--- config.mk ---
export PLATFORM = sky130hd
export DESIGN_NAME = raw_bram_port_arbiter
export DESIGN_NICKNAME = d
export VERILOG_FILES = /design/src/rtl/raw_bram_port_arbiter.sv
export SDC_FILE = /design/constraint.sdc
export NUM_CORES = 1
export LEC_CHECK = 0
export CAP_MARGIN = 15
export CORE_AREA = 10 10 167 122
export DETAILED_ROUTE_END_ITERATION = 7
export DIE_AREA = 0 0 177 132
export PLACE_DENSITY = 0.82
export SLEW_MARGIN = 20
export SYNTH_ARGS = -nofsm -noshare
export SYNTH_HDL_FRONTEND = slang
export SYNTH_SLANG_ARGS = --single-unit
--- constraint.sdc ---
create_clock -name clk -period 3.05 [get_ports clk]
set_clock_uncertainty 0.2 [all_clocks]
set_input_delay 0.61 -clock clk [delete_from_list [all_inputs] [get_ports clk]]
set_output_delay 0.61 -clock clk [all_outputs]
set_load 0.02 [all_outputs]
--- src/rtl/raw_bram_port_arbiter.sv ---
// Round-robin arbiter sharing one raw BRAM port among NUM_REQ requesters, with
// lockable bursts and owner-tagged read return through the fixed BRAM latency.
module raw_bram_port_arbiter #(
  parameter int NUM_REQ      = 2,
  parameter int ADDR_WIDTH   = 12,
  parameter int DATA_WIDTH   = 64,
  parameter int BRAM_LATENCY = 3
) (
  input  logic                          clk,
  input  logic                          rst,
  input  logic [NUM_REQ-1:0]            req_i,
  input  logic [NUM_REQ-1:0]            lock_i,
  input  logic [NUM_REQ-1:0]            we_i,
  input  logic [NUM_REQ*ADDR_WIDTH-1:0] addr_i,
  input  logic [NUM_REQ*DATA_WIDTH-1:0] wdata_i,
  output logic [NUM_REQ-1:0]            gnt_o,
  output logic [NUM_REQ-1:0]            rvalid_o,
  output logic [DATA_WIDTH-1:0]         rdata_o,
  output logic                          raw_en,
  output logic [ADDR_WIDTH-1:0]         raw_addr,
  output logic [DATA_WIDTH-1:0]         raw_write_data,
  output logic                          we,
  input  logic [DATA_WIDTH-1:0]         raw_read_data,
  output logic                          dbg_locked
);

  // Handshake: a beat from requester i is accepted in the cycle where
  // req_i[i] & gnt_o[i]; the requester holds its request stable until then.
  localparam int IDX_W = (NUM_REQ > 1) ? $clog2(NUM_REQ) : 1;

  typedef enum logic {ST_UNLOCKED = 1'b0, ST_LOCKED = 1'b1} state_t;

  state_t                  state, state_n;
  logic [IDX_W-1:0]        rr, rr_n;
  logic [IDX_W-1:0]        owner, owner_n;
  logic [IDX_W-1:0]        win;
  logic [IDX_W-1:0]        cand;
  int                      cand_i;
  logic                    found;
  logic                    accept;
  logic                    sel_we;
  logic [ADDR_WIDTH-1:0]   sel_addr;
  logic [DATA_WIDTH-1:0]   sel_wdata;
  logic                    tag_v   [0:BRAM_LATENCY];
  logic [IDX_W-1:0]        tag_own [0:BRAM_LATENCY];

  function automatic logic [IDX_W-1:0] next_idx(input logic [IDX_W-1:0] i);
    if (int'(i) == NUM_REQ - 1) return '0;
    return i + 1'b1;
  endfunction

  assign dbg_locked = (state == ST_LOCKED);

  // Grant is forced low while reset is held so the port is quiet asynchronously.
  always_comb begin : grant_logic
    gnt_o  = '0;
    win    = '0;
    found  = 1'b0;
    cand   = '0;
    cand_i = 0;
    if (!rst) begin
      if (state == ST_LOCKED) begin
        if (req_i[owner]) begin
          gnt_o[owner] = 1'b1;
          win          = owner;
        end
      end else begin
        for (int k = 0; k < NUM_REQ; k++) begin
          cand_i = int'(rr) + k;
          if (cand_i >= NUM_REQ) cand_i = cand_i - NUM_REQ;
          cand = IDX_W'(cand_i);
          if (!found && req_i[cand]) begin
            found       = 1'b1;
            win         = cand;
            gnt_o[cand] = 1'b1;
          end
        end
      end
    end
  end

  assign accept = |gnt_o;

  always_comb begin : winner_mux
    sel_we    = 1'b0;
    sel_addr  = '0;
    sel_wdata = '0;
    for (int k = 0; k < NUM_REQ; k++) begin
      if (gnt_o[k]) begin
        sel_we    = we_i[k];
        sel_addr  = addr_i[k*ADDR_WIDTH +: ADDR_WIDTH];
        sel_wdata = wdata_i[k*DATA_WIDTH +: DATA_WIDTH];
      end
    end
  end

  always_comb begin : next_state_logic
    state_n = state;
    rr_n    = rr;
    owner_n = owner;
    if (accept) begin
      if (lock_i[win]) begin
        state_n = ST_LOCKED;
        owner_n = win;
      end else begin
        state_n = ST_UNLOCKED;
        rr_n    = next_idx(win);
      end
    end
  end

  always_ff @(posedge clk or posedge rst) begin
    if (rst) begin
      state <= ST_UNLOCKED;
      rr    <= '0;
      owner <= '0;
    end else begin
      state <= state_n;
      rr    <= rr_n;
      owner <= owner_n;
    end
  end

  // Address and write data hold their last value across idle cycles.
  always_ff @(posedge clk or posedge rst) begin
    if (rst) begin
      raw_en         <= 1'b0;
      we             <= 1'b0;
      raw_addr       <= '0;
      raw_write_data <= '0;
    end else if (accept) begin
      raw_en         <= 1'b1;
      we             <= sel_we;
      raw_addr       <= sel_addr;
      raw_write_data <= sel_wdata;
    end else begin
      raw_en <= 1'b0;
      we     <= 1'b0;
    end
  end

  // Stage 0 mirrors the port register; the last stage lines up with read data.
  always_ff @(posedge clk or posedge rst) begin
    if (rst) begin
      for (int k = 0; k <= BRAM_LATENCY; k++) begin
        tag_v[k]   <= 1'b0;
        tag_own[k] <= '0;
      end
    end else begin
      tag_v[0]   <= accept & ~sel_we;
      tag_own[0] <= win;
      for (int k = 1; k <= BRAM_LATENCY; k++) begin
        tag_v[k]   <= tag_v[k-1];
        tag_own[k] <= tag_own[k-1];
      end
    end
  end

  always_comb begin : read_return
    rvalid_o = '0;
    if (tag_v[BRAM_LATENCY]) rvalid_o[tag_own[BRAM_LATENCY]] = 1'b1;
  end

  assign rdata_o = raw_read_data;

endmodule
==> metrics.txt, run 1 <==
Crit Path Class=in2out; P_leak=0.00317 uW; routability congestion estimate=approximately 0.8; R2R cell count=4; clk sinks=89; GRT Total Usage=0.177; Slowest cell on crit path=or3_4; I/O pin total=371; clk_lat worst skew=around 0.34 ns; first-pass GRT wire length=between 30000 and 40000 um; ys flop type=dfrtp_1; PD cells=904 mW/mm^2; most frequent cells in the layout=240 x clkdlybuf4s50_1, 152 x nor4_1, 89 x dfrtp_1, 78 x inv_1, 75 x a311oi_2; Finished Layout Cells=933; Routed Antenna Nets=0; via count=5150; min cycle time layout=between 2 and 3 ns; slowest cell delay on critical path=0.42 ns; Max-Cap Viols=0; vias in the first global route=between 5k and 6k; pin count of the biggest net entering global routing=78; Mapped Cells=between 500 and 600; Worst-path clk slew=0.06 ns; Die Y=between 100 and 150 um; 1st-pass router iterations=5; die area=0.0234 mm^2; H-tree lvl count=3; CTS buffer count=9; Final setup viols=0; Synth Area in Compound Gates=0.211; Worst Setup SP=rst; YS warnings=0; xor/xnor share of the synthesized area=0; reg2reg end=raw_write_data[9]; HPWL after detailed placement=roughly 15000 um; core footprint=0.0171 mm^2; Hold Vio Cnt, Final=0; drt via density=5.52; EDFF count, synth=0; Post-Place Worst Slack=-0.0684 ns; gr ovfl total=0; DP Area=0.00777 mm^2; cell area after synthesis=roughly 0.0056 mm^2; Antenna diodes=0; cts hold-fix bufs=0; Routed WL per cell=22.7 um; initial drt markers=353; maximum vdd ir drop=roughly 0.44 mV; placed insts=918; HP Class=reg2reg; PnR worst setup slack=0.207 ns; crit path DAT=a little over 2 ns; Period Utilization, post-route=0.932; initial antenna violation count=0; Initial Utilization=0.328; RSZ-0062 raised after global routing=false; Worst setup EP type=output pin; ratio of cells with drive above 1 in the final layout=0.175; Fmax=352 MHz; largest family of logic cells by synthesized area=compound AO/OA/AOI/OAI gates; worst hold path cell count=0; # rows=40; drc violations=0; #FFs+latches synth=a little under 90; Simple-Gate Fraction of Synth Area=0.189; crit-path cells=clkdlybuf4s50_1 -> nand2b_2 -> or3_4 -> inv_1 -> dlygate4sd2_1; Worst Tran Pin Value=0.938 ns; proportion of synthesized chip area in sequential cells=0.398; fraction of synthesized area in multiplexers=0; syn avg cell area=10.1 um^2; Final Slew Violations=0; share of flip-flops with an asynchronous set or reset=1.00; worst rel slew slack=0.375; Reg2Reg Setup Slack=0.88 ns; WHS Endpoint=tag_own[2]; status=complete, no violations; CTS root buf=clkbuf_16; nets@finish=922; fin area=0.00805 mm^2; Clock Path Buffers=2; reg2reg start=dbg_locked; type of origin of the critical path=primary input; Die Span X=177 um; required time of the critical path=2.24 ns; CTS tree=yes; Synth Area in Adders=0; Yosys cell types=25; Mapped Nets=778; CP max FO=2; Detailed Route WL=21100 um; port bufs=about 240; most common cell after layout, fill and taps aside=clkdlybuf4s50_1; hold path start=tag_own[3]; Area Overhead vs Synth=44.0%
## area by class of cell
| cell class | count | area (um^2) |
|---|---|---|
| Timing Repair Buffer | 267 | 2670 |
| Inverter | 80 | 304 |
| Multi-Input combinational cell | 251 | 2280 |
| Clock buffer | 12 | 236 |
| Sequential cell | 89 | 2230 |
| Tap cell | 231 | 289 |
| Clock inverter | 3 | 42.5 |
| Fill cell | 1585 | 9020 |
## what timing repair did
action | CTS | global route
setup buffers | 0 | 0
gates resized for setup | 2 | 1
endpoints found under the setup margin | 2 | 1
## registers in the layout, indices dropped and copies added (netlist names)
register and cells:
raw_addr 12, raw_write_data 64, rr 1, tag_v 4
we 1, tag_own 4, dbg_locked 1, owner 1
raw_en 1
## synth_stat cells, types with 2 or more instances
| cell | count | area [um^2] |
|---|---|---|
| nor4_1 | 152 | 951 |
| dfrtp_1 | 89 | 2230 |
| inv_1 | 79 | 297 |
| a311oi_2 | 75 | 1130 |
| buf_4 | 66 | 495 |
| clkbuf_1 | 48 | 180 |
| buf_6 | 9 | 101 |
| buf_2 | 8 | 40.0 |
| buf_1 | 3 | 11.3 |
| nor2b_1 | 3 | 18.8 |
| a22o_1 | 2 | 17.5 |
| a31oi_1 | 2 | 12.5 |
| and2_1 | 2 | 12.5 |
| nand2_1 | 2 | 7.51 |
| nand2b_1 | 2 | 12.5 |
| nand4_1 | 2 | 12.5 |
| o22ai_1 | 2 | 12.5 |
## kinds of logic after synthesis
logic type / count (synthesis)
flops: 89
buf+inv: 214
compound gates: 83
simple gates: 168
## routing by layer
layer / up-vias / GRT usage / routed length [um]
met2: 280 / 0.258 / 9470
met5: - / 0 / 0
met4: 0 / 0.0475 / 370
met3: 37 / 0.0936 / 2520
met1: 2515 / 0.221 / 8780
li1: 2318 / - / -
## critical path, delay by kind of cell
kind | cells | cell delay, ns
and+or+nand+nor | 2 | 0.60
buffers and inverters | 3 | 0.81
## power by group
part | switching, uW | internal, uW | leakage, uW
Sequential | 344 | 1720 | 0.00101
Combinational | 2290 | 1830 | 0.00204
Clock | 458 | 630 | 0.000133
## stage by stage
stage	setup TNS [ns]	hold WS (ns)	total power, uW	util
after floorplan	0	0.131	4490	-
after global placement	-0.0962	0.137	6160	0.455
after detailed placement	-0.0917	0.135	6210	0.455
after CTS	0	0.149	7350	0.472
after global routing	0	0.161	7690	0.472
final	0	0.148	7280	0.472
## worst max path at each step
| stage | end | slack, ns |
|---|---|---|
| after floorplan | gnt_o[1] | 0.58 |
| after global placement | gnt_o[1] | -0.07 |
| after detailed placement | gnt_o[1] | -0.07 |
| after CTS | gnt_o[0] | 0.03 |
| after global routing | gnt_o[1] | 0.13 |
| final | gnt_o[1] | 0.21 |
Note: power is estimated with default switching activity, not from simulation.
==> run 2, diff against run 1 <==
==> config.mk (replaced) <==
export PLATFORM = sky130hd
export DESIGN_NAME = raw_bram_port_arbiter
export DESIGN_NICKNAME = d
export VERILOG_FILES = /design/src/rtl/raw_bram_port_arbiter.sv
export SDC_FILE = /design/constraint.sdc
export NUM_CORES = 1
export LEC_CHECK = 0
export CAP_MARGIN = 20
export CORE_AREA = 2 2 146 148
export DETAILED_ROUTE_END_ITERATION = 7
export DIE_AREA = 0 0 148 150
export PLACE_DENSITY = 0.71
export SLEW_MARGIN = 15
export SYNTH_ARGS = -nofsm -noshare
export SYNTH_HDL_FRONTEND = slang
export SYNTH_SLANG_ARGS = --single-unit
==> run 2 against run 1 <==
Cell count up 4.8%. Clock power about the same. Global-route usage down 0.23 points. Final area up 0.82%. Core utilization down 7.9 points. Fmax up 1.0%. Die area down 5.0%. Flip-flop and latch count unchanged. Worst setup slack better by 0.028 ns. Count of clock-buffer cells in the layout down 1. Via count down 0.17%. Wire length down 5.6%.
==> metrics.txt, run 2 (synthesis results as in run 1) <==
status=complete, no violations; Reg2Reg Setup Slack=0.78 ns (-0.10 ns); drc violations=0 (unchanged); Clock Path Buffers=2 (unchanged); die area=0.0222 mm^2 (-5.0%); PD cells=891 mW/mm^2 (-1.4%); hold path start=tag_v[1]; worst rel slew slack=0.436 (+0.0616); CP max FO=3 (+1); P_leak=0.00319 uW (+0.40%); Routed WL per cell=20.4 um (-9.9%); routability congestion estimate=0.794 (-0.50%); required time of the critical path=2.24 ns (about the same); nets@finish=921 (-0.11%); Hold Vio Cnt, Final=0 (unchanged); R2R cell count=5 (+1); most common cell after layout, fill and taps aside=clkdlybuf4s50_1; gr ovfl total=0 (unchanged); HP Class=reg2reg; crit path DAT=2.00 ns (-0.03 ns); cts hold-fix bufs=0 (unchanged); clk_lat worst skew=0.34 ns (about the same); fin area=0.00812 mm^2 (+0.82%); core footprint=0.0207 mm^2 (+21%); Largest register FFs=64 (unchanged); HPWL after detailed placement=13500 um (-8.7%); 1st-pass router iterations=4 (-1); RSZ-0062 raised after global routing=false; CTS root buf=clkbuf_16; vias in the first global route=5283 (-3.1%); Worst Tran Pin Value=0.846 ns (-0.0924 ns); Max-Cap Viols=0 (unchanged); Initial Utilization=0.270 (-0.0574); Setup Buffers After CTS=0 (unchanged); Fmax=355 MHz (+1.0%); maximum vdd ir drop=0.436 mV (-0.21%); port bufs=242 (unchanged); pin count of the biggest net entering global routing=78 (unchanged); Routed Antenna Nets=0 (unchanged); initial drt markers=301 (-15%); Die Span X=148 um (-16%); Area Overhead vs Synth=45.2%; reg2reg start=dbg_locked; biggest regs=raw_write_data x64, raw_addr x12; via count=5141 (-0.17%); Worst Setup SP=rst; clk sinks=89 (unchanged); Top reg by flops=raw_write_data; Die Y=150 um (+14%); Crit Path Class=in2out; min cycle time layout=2.81 ns (-0.0281 ns); most frequent cells in the layout=240 x clkdlybuf4s50_1, 152 x nor4_1, 89 x dfrtp_1, 78 x inv_1, 75 x a311oi_2; PnR worst setup slack=0.235 ns (+0.0281 ns); worst hold path cell count=0 (unchanged); CTS buffer count=9 (unchanged); H-tree lvl count=3 (unchanged); Period Utilization, post-route=0.923 (-0.00921); reg2reg end=owner; Final Slew Violations=0 (unchanged); Detailed Route WL=20000 um (-5.6%); GRT Total Usage=0.174 (-0.00233); Worst setup EP type=output pin; DP Area=0.00782 mm^2 (+0.64%); WHS Endpoint=tag_v[0]; CTS tree=yes; Final setup viols=0 (unchanged); type of origin of the critical path=primary input; I/O pin total=371 (unchanged); Post-Place Worst Slack=0.00545 ns (+0.0738 ns); Worst-path clk slew=0.06 ns (about the same); first-pass GRT wire length=30300 um (-8.1%); drt via density=5.26 (-4.8%); initial antenna violation count=1 (+1); ratio of cells with drive above 1 in the final layout=0.181 (+0.00570); # rows=53 (+33%)
==> run 2: metal layers <==
| layer | wire [um] | global-route usage | part of all wire |
|---|---|---|---|
| met1 | 8160 | 0.219 | 0.41 |
| met2 | 9760 | 0.283 | 0.49 |
| met3 | 1100 | 0.0320 | 0.055 |
| met4 | 941 | 0.0971 | 0.047 |
| met5 | 0 | 0 | 0 |
==> run 2: worst max-delay path, stage by stage <==
cell and delay, ns:
clkdlybuf4s50_1 0.45, buf_4 0.17, nand2b_4 0.15, or3_4 0.42
inv_1 0.07, buf_4 0.14
==> run 2: how the worst max path moves through the flow <==
stage                    end  slack (ns)  cells past startpoint
floorplan           gnt_o[1]        0.58                      6
global placement    gnt_o[0]      -0.001                      5
detailed placement  gnt_o[0]       0.005                      5
CTS                 gnt_o[0]       0.005                      5
global route        gnt_o[1]        0.19                      6
finish              gnt_o[1]        0.24                      6
==> run 2: area by class of cell <==
cell class,count,area (um^2)
tap,275,344
inverter,80,304
timing repair buffer,266,2670
fill,2042,12600
multi-input combinational,251,2280
sequential,89,2230
clock inverter,5,38.8
clock buffer,11,253
antenna,1,2.50
==> run 2: timing repair <==
action                                  CTS  global route
endpoints found under the setup margin    0             1
gates resized for setup                   0             2
hold endpoints to repair                  0             0
==> run 2: power breakdown <==
part | total (uW) | internal [uW] | switching (uW)
sequential | 2060 | 1720 | 334
combinational | 4080 | 1830 | 2240
clock | 1100 | 603 | 499
==> run 2: through the flow <==
step | TNS, ns | utilization | total power, uW | hold WS (ns) | std cells
2_1_floorplan | 0 | - | 4490 | 0.131 | 554
3_3_place_gp | -0.00111 | 0.378 | 6120 | 0.137 | 961
3_5_place_dp | 0 | 0.378 | 6160 | 0.135 | 961
4_1_cts | 0 | 0.392 | 7310 | 0.150 | 977
5_1_grt | 0 | 0.392 | 7640 | 0.163 | 978
6_report | 0 | 0.392 | 7240 | 0.149 | 978
